===== config.mk =====
export PLATFORM = sky130hd
export DESIGN_NAME = muldiv_sequencer_flat
export DESIGN_NICKNAME = d
export VERILOG_FILES = /design/src/rtl/muldiv_sequencer_pkg.sv /design/src/rtl/muldiv_sequencer_if.sv /design/src/rtl/muldiv_datapath.sv /design/src/rtl/muldiv_sequencer.sv /design/src/flat_wrapper.sv
export SDC_FILE = /design/constraint.sdc
export NUM_CORES = 1
export LEC_CHECK = 0
export ABC_CLOCK_PERIOD_IN_PS = 3750
export CAP_MARGIN = 30
export CORE_UTILIZATION = 42
export CTS_BUF_LIST = sky130_fd_sc_hd__clkbuf_2 sky130_fd_sc_hd__clkbuf_4 sky130_fd_sc_hd__clkbuf_8
export DETAILED_ROUTE_END_ITERATION = 8
export GPL_TIMING_DRIVEN = 0
export PLACE_DENSITY_LB_ADDON = 0.12
export SLEW_MARGIN = 20
export SYNTH_ARGS = -nofsm -noshare
export SYNTH_HDL_FRONTEND = slang
export SYNTH_SLANG_ARGS = --single-unit
export TNS_END_PERCENT = 100

===== constraint.sdc =====
create_clock -name clk -period 3.75 [get_ports clk]
set_input_delay 1.125 -clock clk [delete_from_list [all_inputs] [get_ports clk]]
set_output_delay 1.125 -clock clk [all_outputs]
set_load 0.02 [all_outputs]

===== src/rtl/muldiv_sequencer_pkg.sv =====
// Shared definitions for the HI/LO multiply/divide unit.
//   - ALU control codes (the same codes the ALU control decoder produces)
//   - FSM state encoding and datapath mode
//   - helper functions used to classify an offered ALU control code
package muldiv_sequencer_pkg;

    localparam int ALU_CONTROL_LENGTH = 5;
    typedef logic [ALU_CONTROL_LENGTH-1:0] alu_control_t;

    localparam alu_control_t ALU_CONTROL_ADD   = 5'd2;
    localparam alu_control_t ALU_CONTROL_SUB   = 5'd6;
    localparam alu_control_t ALU_CONTROL_AND   = 5'd0;
    localparam alu_control_t ALU_CONTROL_OR    = 5'd1;
    localparam alu_control_t ALU_CONTROL_MULT  = 5'd16;
    localparam alu_control_t ALU_CONTROL_MULTU = 5'd17;
    localparam alu_control_t ALU_CONTROL_DIVU  = 5'd18;
    localparam alu_control_t ALU_CONTROL_MTHI  = 5'd19;
    localparam alu_control_t ALU_CONTROL_MTLO  = 5'd20;
    localparam alu_control_t ALU_CONTROL_MFHI  = 5'd21;
    localparam alu_control_t ALU_CONTROL_MFLO  = 5'd22;

    typedef enum logic [1:0] {
        MD_IDLE   = 2'd0,
        MD_RUN    = 2'd1,
        MD_FINISH = 2'd2
    } md_state_t;

    typedef enum logic [1:0] {
        MD_MODE_MULTU = 2'd0,
        MD_MODE_MULT  = 2'd1,
        MD_MODE_DIVU  = 2'd2
    } md_mode_t;

    // Iteration counter width for a given operand width.
    function automatic int md_cnt_length(input int width);
        return $clog2(width);
    endfunction

    // Any code that touches HI/LO (and therefore may stall).
    function automatic logic is_hilo_op(input alu_control_t code);
        case (code)
            ALU_CONTROL_MULT, ALU_CONTROL_MULTU, ALU_CONTROL_DIVU,
            ALU_CONTROL_MTHI, ALU_CONTROL_MTLO,
            ALU_CONTROL_MFHI, ALU_CONTROL_MFLO: return 1'b1;
            default:                            return 1'b0;
        endcase
    endfunction

    // Codes that start a multi-cycle iteration.
    function automatic logic is_long_op(input alu_control_t code);
        return (code == ALU_CONTROL_MULT) || (code == ALU_CONTROL_MULTU) ||
               (code == ALU_CONTROL_DIVU);
    endfunction

endpackage


===== src/rtl/muldiv_sequencer_if.sv =====
// EX-stage request/response bundle for the multiply/divide unit.
//   master (EX pipeline): drives op_valid, alu_control, src_a, src_b
//   slave  (muldiv unit): drives stall, busy, hi, lo, mf_data
interface muldiv_sequencer_if
    import muldiv_sequencer_pkg::*;
#(
    parameter int WIDTH = 32
);
    logic              op_valid;
    alu_control_t      alu_control;
    logic [WIDTH-1:0]  src_a;
    logic [WIDTH-1:0]  src_b;
    logic              stall;
    logic              busy;
    logic [WIDTH-1:0]  hi;
    logic [WIDTH-1:0]  lo;
    logic [WIDTH-1:0]  mf_data;

    modport master (
        output op_valid, alu_control, src_a, src_b,
        input  stall, busy, hi, lo, mf_data
    );

    modport slave (
        input  op_valid, alu_control, src_a, src_b,
        output stall, busy, hi, lo, mf_data
    );
endinterface


===== src/rtl/muldiv_datapath.sv =====
// Iterative multiply/divide datapath.
//   load   : capture operand magnitudes and mode, clear the accumulator
//   step   : one shift-add (multiply) or shift-subtract-restore (divide) iteration
//   finish : result has been consumed; clear the accumulator
//   result : {HI, LO} image of the accumulator with MULT sign fix-up applied
module muldiv_datapath
    import muldiv_sequencer_pkg::*;
#(
    parameter int WIDTH = 32
) (
    input  logic               clk,
    input  logic               rst,
    input  logic               load,
    input  logic               step,
    input  logic               finish,
    input  md_mode_t           mode,
    input  logic [WIDTH-1:0]   src_a,
    input  logic [WIDTH-1:0]   src_b,
    output logic [2*WIDTH-1:0] result
);

    logic [2*WIDTH-1:0] acc;
    logic [WIDTH-1:0]   op_a;     // multiplicand, or dividend shifted out MSB first
    logic [WIDTH-1:0]   op_b;     // multiplier shifted out LSB first, or divisor
    md_mode_t           mode_q;
    logic               neg_q;

    logic [WIDTH-1:0]   mag_a;
    logic [WIDTH-1:0]   mag_b;
    logic [WIDTH:0]     add_sum;
    logic [WIDTH:0]     rem_shift;
    logic [WIDTH:0]     rem_diff;
    logic               rem_ok;

    // NOTE: every signal assigned in always_comb gets a value on every path
    // (defaults first), otherwise synthesis infers a latch.
    always_comb begin
        mag_a = src_a;
        mag_b = src_b;
        if (mode == MD_MODE_MULT) begin
            // 0x8000... negates to itself, which is its correct unsigned magnitude.
            if (src_a[WIDTH-1]) mag_a = WIDTH'(0) - src_a;
            if (src_b[WIDTH-1]) mag_b = WIDTH'(0) - src_b;
        end
        add_sum   = {1'b0, acc[2*WIDTH-1:WIDTH]} + (op_b[0] ? {1'b0, op_a} : '0);
        rem_shift = {acc[2*WIDTH-1:WIDTH], op_a[WIDTH-1]};
        rem_diff  = rem_shift - {1'b0, op_b};
        // With a zero divisor every trial subtract succeeds: the quotient fills
        // with ones and the remainder ends up equal to the dividend.
        rem_ok    = (rem_shift >= {1'b0, op_b});
        result    = neg_q ? ((2*WIDTH)'(0) - acc) : acc;
    end

    // NOTE: sequential state uses non-blocking assignments only, so every
    // register samples pre-edge values regardless of statement order.
    always_ff @(posedge clk) begin
        if (rst) begin
            acc    <= '0;
            op_a   <= '0;
            op_b   <= '0;
            mode_q <= MD_MODE_MULTU;
            neg_q  <= 1'b0;
        end else if (load) begin
            acc    <= '0;
            op_a   <= mag_a;
            op_b   <= mag_b;
            mode_q <= mode;
            neg_q  <= (mode == MD_MODE_MULT) && (src_a[WIDTH-1] ^ src_b[WIDTH-1]);
        end else if (step) begin
            if (mode_q == MD_MODE_DIVU) begin
                // Upper half holds the partial remainder, quotient bits enter at the bottom.
                acc  <= {(rem_ok ? rem_diff[WIDTH-1:0] : rem_shift[WIDTH-1:0]),
                         acc[WIDTH-2:0], rem_ok};
                op_a <= op_a << 1;
            end else begin
                // Partial product grows in the upper half and shifts down into LO.
                acc  <= {add_sum, acc[WIDTH-1:1]};
                op_b <= op_b >> 1;
            end
        end else if (finish) begin
            acc   <= '0;
            neg_q <= 1'b0;
        end
    end

endmodule


===== src/rtl/muldiv_sequencer.sv =====
// HI/LO multiply/divide sequencer for the MIPS-lite EX stage.
//   clk, rst : clock and synchronous active-high reset
//   bus      : slave side of muldiv_sequencer_if
//              op_valid/alu_control/src_a/src_b in; stall/busy/hi/lo/mf_data out
// Owns the IDLE/RUN/FINISH FSM, the iteration counter, HI/LO and the stall
// decision; the arithmetic lives in muldiv_datapath.
module muldiv_sequencer
    import muldiv_sequencer_pkg::*;
#(
    parameter int WIDTH = 32
) (
    input  logic                clk,
    input  logic                rst,
    muldiv_sequencer_if.slave   bus
);

    localparam int CNT_W = md_cnt_length(WIDTH);

    md_state_t          state;
    logic [CNT_W-1:0]   cnt;
    logic               busy_q;
    logic [WIDTH-1:0]   hi_q;
    logic [WIDTH-1:0]   lo_q;

    logic               hilo_op;
    logic               accept;
    logic               start;
    md_mode_t           mode;
    logic [2*WIDTH-1:0] dp_result;

    assign hilo_op   = is_hilo_op(bus.alu_control);
    assign bus.stall = bus.op_valid && hilo_op && (state != MD_IDLE);
    assign accept    = bus.op_valid && hilo_op && !bus.stall;
    assign start     = accept && is_long_op(bus.alu_control);

    always_comb begin
        mode = MD_MODE_MULTU;
        case (bus.alu_control)
            ALU_CONTROL_MULT: mode = MD_MODE_MULT;
            ALU_CONTROL_DIVU: mode = MD_MODE_DIVU;
            default:          mode = MD_MODE_MULTU;
        endcase
    end

    always_comb begin
        bus.mf_data = '0;
        if (bus.alu_control == ALU_CONTROL_MFHI)      bus.mf_data = hi_q;
        else if (bus.alu_control == ALU_CONTROL_MFLO) bus.mf_data = lo_q;
    end

    muldiv_datapath #(.WIDTH(WIDTH)) u_datapath (
        .clk    (clk),
        .rst    (rst),
        .load   (start),
        .step   (state == MD_RUN),
        .finish (state == MD_FINISH),
        .mode   (mode),
        .src_a  (bus.src_a),
        .src_b  (bus.src_b),
        .result (dp_result)
    );

    always_ff @(posedge clk) begin
        if (rst) begin
            state  <= MD_IDLE;
            cnt    <= '0;
            busy_q <= 1'b0;
            hi_q   <= '0;
            lo_q   <= '0;
        end else begin
            case (state)
                MD_IDLE: begin
                    if (start) begin
                        state  <= MD_RUN;
                        cnt    <= '0;
                        busy_q <= 1'b1;
                    end else if (accept && bus.alu_control == ALU_CONTROL_MTHI) begin
                        hi_q <= bus.src_a;
                    end else if (accept && bus.alu_control == ALU_CONTROL_MTLO) begin
                        lo_q <= bus.src_a;
                    end
                end
                MD_RUN: begin
                    if (cnt == CNT_W'(WIDTH - 1)) state <= MD_FINISH;
                    else                          cnt   <= cnt + CNT_W'(1);
                end
                MD_FINISH: begin
                    hi_q   <= dp_result[2*WIDTH-1:WIDTH];
                    lo_q   <= dp_result[WIDTH-1:0];
                    cnt    <= '0;
                    busy_q <= 1'b0;
                    state  <= MD_IDLE;
                end
                default: begin
                    state  <= MD_IDLE;
                    busy_q <= 1'b0;
                end
            endcase
        end
    end

    assign bus.busy = busy_q;
    assign bus.hi   = hi_q;
    assign bus.lo   = lo_q;

endmodule

===== src/flat_wrapper.sv =====
// flat-port wrapper written by rule: the top's interface ports become plain ports
module muldiv_sequencer_flat import muldiv_sequencer_pkg::*;
#(
    parameter int WIDTH = 32
)
  (clk, rst, bus_op_valid, bus_alu_control, bus_src_a, bus_src_b, bus_stall, bus_busy, bus_hi, bus_lo, bus_mf_data);
  muldiv_sequencer_if #(.WIDTH(WIDTH)) bus_i ();
  input  logic clk;
  input  logic rst;
  input wire logic [$bits(bus_i.op_valid)-1:0] bus_op_valid;
  input wire logic [$bits(bus_i.alu_control)-1:0] bus_alu_control;
  input wire logic [$bits(bus_i.src_a)-1:0] bus_src_a;
  input wire logic [$bits(bus_i.src_b)-1:0] bus_src_b;
  output wire logic [$bits(bus_i.stall)-1:0] bus_stall;
  output wire logic [$bits(bus_i.busy)-1:0] bus_busy;
  output wire logic [$bits(bus_i.hi)-1:0] bus_hi;
  output wire logic [$bits(bus_i.lo)-1:0] bus_lo;
  output wire logic [$bits(bus_i.mf_data)-1:0] bus_mf_data;
  assign bus_i.op_valid = bus_op_valid;
  assign bus_i.alu_control = bus_alu_control;
  assign bus_i.src_a = bus_src_a;
  assign bus_i.src_b = bus_src_b;
  assign bus_stall = bus_i.stall;
  assign bus_busy = bus_i.busy;
  assign bus_hi = bus_i.hi;
  assign bus_lo = bus_i.lo;
  assign bus_mf_data = bus_i.mf_data;
  muldiv_sequencer #(.WIDTH(WIDTH)) u_core (.clk(clk), .rst(rst), .bus(bus_i));
endmodule

After elaboration in Yosys (flattened, before gate mapping)

Index checks and enable logic that the tools add are counted.

Add/subtract/negate cells: 6
$lt $le $gt $ge: 1
Equality and inequality tests: 21
Multiplexer cells: 38
Bitwise logic cells: 2
Reductions and logical operators: 28

Operators by type and width:

| kind                  | number |
|---|---|
| $mux 32               | 19 |
| $mux 64               | 4 |
| $pmux 32 s2           | 2 |
| $sub 1x32->32 const A | 2 |
| $sub 1x64->64 const A | 1 |
| $eq 5x5->1 const B    | 8 |
| $add 32x32->33        | 1 |
| $ge 33x32->1          | 1 |
| $sub 32x32->32        | 1 |
| $pmux 5 s3            | 1 |
| $ne 2x1->1 const B    | 6 |
| $reduce_bool 2->1     | 6 |
| $mux 5                | 2 |
| $reduce_and 2->1      | 5 |
| $pmux 2 s2            | 2 |
| $logic_and 1x1->1     | 7 |
| $reduce_or 7->1       | 1 |
| $ne 2x2->1 const B    | 3 |
| $reduce_and 3->1      | 2 |
| $add 5x1->5 const B   | 1 |
| $mux 1                | 5 |
| $eq 2x1->1 const B    | 2 |
| $eq 2x2->1 const B    | 2 |
| $mux 2                | 2 |
| 9 further kinds       | 10 |

Register bits: 203
Bits of input ports: 72

Logic depth before layout (Yosys ltp)

Depth after elaboration: 12
Depth in mapped cells: 15

Modules after synthesis

From an unflattened synthesis, not the netlist that was laid out.

Cells, all modules: 2114
Area, all modules: 16450.8 µm²

By module, submodules not included:

| module           | times used | cells each | area an instance (µm²) | seq. area each (µm²) |
|---|---|---|---|---|
| muldiv_datapath  | 1          | 1712       | 12420.7                | 2622.5 |
| muldiv_sequencer | 1          | 402        | 4030.1                 | 1441.4 |

Least setup slack after synthesis

No wires, ideal clock.

Kind: input to output
From: in bus_alu_control[4]
To: out bus_mf_data[10]
Arrival: 2.376 ns
Data required time: 2.625 ns
Slack: 0.249 ns
Cell stages on the path: 5
Buffers on the path: 1
Cell sequence: nor2b_1 > nand2_1 > nor3b_1 > clkbuf_1 > a22o_1

Cells in the longest elaborated chain, start to end: 3
Elaborated cells between the ends (all ways): 4
Classes of those cells: eq/ne (2); mux (2)

Ends and longest elaborated chain:

| what               | line                   | source |
|---|---|---|
| start: declaration | flat_wrapper.sv:11     | `input wire logic [$bits(bus_i.alu_control)-1:0] bus_alu_control;` |
| $eq 5x5->1         | muldiv_sequencer.sv:48 | `else if (bus.alu_control == ALU_CONTROL_MFLO) bus.mf_data = lo_q;` |
| $mux 32            | muldiv_sequencer.sv:48 |  |
| $mux 32 *          | muldiv_sequencer.sv:47 | `if (bus.alu_control == ALU_CONTROL_MFHI) bus.mf_data = hi_q;` |
| end: declaration   | flat_wrapper.sv:18     | `output wire logic [$bits(bus_i.mf_data)-1:0] bus_mf_data;` |

Every way passes the cells marked *; elsewhere a longest branch is shown, timed or not.

Worst setup path in the final report

From: reg u_core.u_datapath.acc[41]
To: reg u_core.u_datapath.acc[39]

Cells in the longest elaborated chain, start to end: 4

Ends and longest elaborated chain:

| what                     | line                  | source |
|---|---|---|
| start: declaration       | muldiv_datapath.sv:22 | `logic [2*WIDTH-1:0] acc;` |
| start signal: assignment | muldiv_datapath.sv:72 | `acc <= {(rem_ok ? rem_diff[WIDTH-1:0] : rem_shift[WIDTH-1:0]),` |
| start signal: assignment | muldiv_datapath.sv:77 | `acc <= {add_sum, acc[WIDTH-1:1]};` |
| $ge 33x32->1             | muldiv_datapath.sv:50 | `rem_ok = (rem_shift >= {1'b0, op_b});` |
| $mux 32                  | muldiv_datapath.sv:72 |  |
| $mux 64                  | muldiv_datapath.sv:70 | `if (mode_q == MD_MODE_DIVU) begin` |
| $mux 64                  | muldiv_datapath.sv:69 | `end else if (step) begin` |

No other way between the ends.
A chain may end at the register's enable or synchronous reset.

==> reports/results.ini <==
[cells_and_area]
regArea_sq_mm=0.00408
synthToLayoutAreaGrowth_pct=21.8
n_fill_cell=3664
multi_input_area_sq_mm=0.0109
layout.cells.most_common=nand2_1
finish.utilization=0.520
finish.instance_area_sq_mm=0.0190
nets=2491
drive_gt1_frac=0.0807
antenna_cells=0
layout_common_cells=nand2_1, nor2_1, a21oi_1

[cts]
clk_path_buf_depth=3
insertion_delay_ns=0.62
cts_tree=yes
numCtsBuffers=38
h-tree-depth=2
cts_root_buffer=clkbuf_8
cts_sinks=203
clk_pin_slew_ns=0.06

[grt]
first_global_vias=15900
grt_util_all_layers=0.329
grt_max_degree=11
globalRoute.totalOverflow=0
grt_pass1_wl_microns=95900
antenna_found_initial=1

[detailed_routing]
route.vias.total=17200
routed_via_density=6.08
drt_wl_total_microns=64300
drtIter0Drc=1556
drcViolationCount=0
firstDrtPassIters=7
wl_per_cell_microns=22.7
detail-route-antenna-nets=0

[worst_setup_path]
path_max_fanout=10
critPathArrivalTime_ns=4.12
cp-start-kind=register
cp.required_ns=4.22
criticalPathCategory=reg -> reg
rr_worst_depth=12
critPathCaptureType=register

[power_and_ir_drop]
power.internal_w=0.00385
seqPwrFrac=0.401
p_leak_nw=7.63
clkPwrFrac=0.423
p_comb_frac=0.176
peakVddDrop_v=0.000236
powerDensity_mw_per_mm2=291
switchingPower_w=0.00169
swShare=0.305
finalPower_w=0.00554

[hold_path]
hold_class=reg -> reg
min_path_cells=1

[yosys]
netlist.area_leader.share=0.260
synth_fp_nets=2273
synth_area_leaders=dfxtp_1, a21oi_1, nand2_1, xor2_1, ha_1
syn_inst=2125
netlist.top_cell.by_area=dfxtp_1
synth_cell_type_count=79
async_flop_share=0
seq_area_frac_synth=0.260
ys_ff_latch=203
yosys_warnings=0
synth_area_sq_mm=0.0156
synthFlopType=dfxtp_1
synth-edff-count=0
avgSynthCellArea_sq_um=7.36

[timing]
worstMarginPinSlew_ns=0.952
period_share=0.974
final-hold-violation-count=0
slew_headroom=0.360
timing.fmax_ghz=0.274
hold_ws_ns=0.494
final-setup-viol-count=0
rsz0062_at_grt=false
fin_crit_ns=3.65
drv_slew=0
fin_skew_ns=0.0525

[floorplan]
io_pins=170
num_rows=70
die_x_microns=195
core_sq_mm=0.0366
initial_core_util=0.427
die_h_microns=195
die_area_sq_mm=0.0380

[place]
dp_hpwl_microns=50000
placed_area_sq_mm=0.0179
port_buffers=166
place_congestion=1.00

[run]
maxCapViolCount=0

[outcome]
status=finished clean

==> timing repair <==
| item | 4_1_cts | 5_1_grt |
|---|---|---|
| buffers inserted | 2 | 3 |
| resized for setup | 198 | 41 |
| cloned | 3 | 0 |
| endpoints found under the setup margin | 99 | 96 |
| hold buffers | 0 | 0 |
| pin swaps | 8 | 4 |
==> power by group through the flow <==
| stage | logic (W) | clock network [W] | registers (W) |
|---|---|---|---|
| after CTS | 0.000929 | 0.00236 | 0.00222 |
| after floorplan | 0.000546 | 0 | 0.00227 |
| after global placement | 0.000898 | 0 | 0.00227 |
| after global routing | 0.00103 | 0.00245 | 0.00223 |
| after detailed placement | 0.000905 | 0 | 0.00227 |
| final | 0.000972 | 0.00234 | 0.00222 |
==> final timing paths <==
kind	endpoint	slack, ns	from
worst max-delay path	u_core.u_datapath.acc[39]$_SDFFE_PP0P_	0.1	u_core.u_datapath.acc[41]$_SDFFE_PP0P_
worst min register to register	u_core.bus.hi[31]$_SDFFE_PP0P_	0.49	u_core.bus.hi[31]$_SDFFE_PP0P_
worst min-delay path	u_core.bus.hi[31]$_SDFFE_PP0P_	0.49	u_core.bus.hi[31]$_SDFFE_PP0P_
worst max register to register	u_core.u_datapath.acc[39]$_SDFFE_PP0P_	0.1	u_core.u_datapath.acc[41]$_SDFFE_PP0P_
==> registers in the layout, indices dropped and copies added, names as in the netlist <==
name and flops:
u_core.bus.busy 1, u_core.bus.lo 32, u_core.u_datapath.op_a 32, u_core.u_datapath.acc 64, u_core.bus.hi 32, u_core.cnt 5
u_core.state 2, u_core.u_datapath.neg_q 1, u_core.u_datapath.mode_q 2, u_core.u_datapath.op_b 32
==> routing by layer <==
| metal | track usage | up-vias | wire, microns |
|---|---|---|---|
| met5 | 0 | - | 13 |
| met4 | 0.125 | 2 | 2430 |
| met3 | 0.0677 | 136 | 6080 |
| met2 | 0.499 | 869 | 27100 |
| met1 | 0.456 | 8084 | 28600 |
| li1 | - | 8141 | - |
==> final cells by class <==
class                   instances  area share
multi-input cells            1705       0.572
inverters                      59      0.0116
repair buffers                178      0.0920
flip-flops and latches        203       0.214
clock buffers                  58      0.0399
clock inverters                 7     0.00204
well taps                     468      0.0307
plain buffers                 158      0.0374
==> cell families (layout without fill, tap and decap cells) <==
group,after synthesis,count (layout),synth area share
fa+ha+maj,76,76,0.0618
buf+inv,217,460,0.0534
compound gates,665,665,0.289
simple gates,770,770,0.225
flops,203,203,0.260
xor+xnor,174,174,0.0974
mux,20,20,0.0129
==> stage by stage <==
| step | setup WS [ns] | TNS [ns] | cells |
|---|---|---|---|
| global route | 0.00430 | 0 | 2836 |
| global placement | -1.53 | -139.79 | 2759 |
| floorplan | 0.249 | 0 | 2125 |
| detailed placement | -1.26 | -112.48 | 2763 |
| finish | 0.0971 | 0 | 2836 |
| CTS | 0.00730 | 0 | 2833 |
==> cell usage after synthesis, drive strengths merged, types with 17 or more instances <==
| library cell | number |
|---|---|
| nand3 | 83 |
| xor2 | 111 |
| a22o | 38 |
| xnor2 | 63 |
| o221ai | 19 |
| nand2 | 265 |
| a211oi | 54 |
| nor3 | 35 |
| ha | 74 |
| a21o | 56 |
| a311oi | 57 |
| mux2i | 19 |
| o31ai | 29 |
| dfxtp | 203 |
| o21ai | 76 |
| a21oi | 214 |
| clkbuf | 145 |
| nor4 | 17 |
| nor2 | 243 |
| o41ai | 20 |
| and2 | 38 |
| inv | 58 |
==> worst max-delay path, stage by stage, from the launching register on <==
cell       delay, ns
dfxtp_1         0.71
ha_1            0.36
a21oi_1         0.11
o21ai_1         0.33
o2111ai_1       0.20
o21ai_2         0.27
o2111a_1        0.31
o21ai_4         0.12
and2_1          0.17
buf_2           0.17
clkbuf_4        0.21
a211oi_1        0.40
o21ai_0         0.15
(Power assumes the default switching activity.)
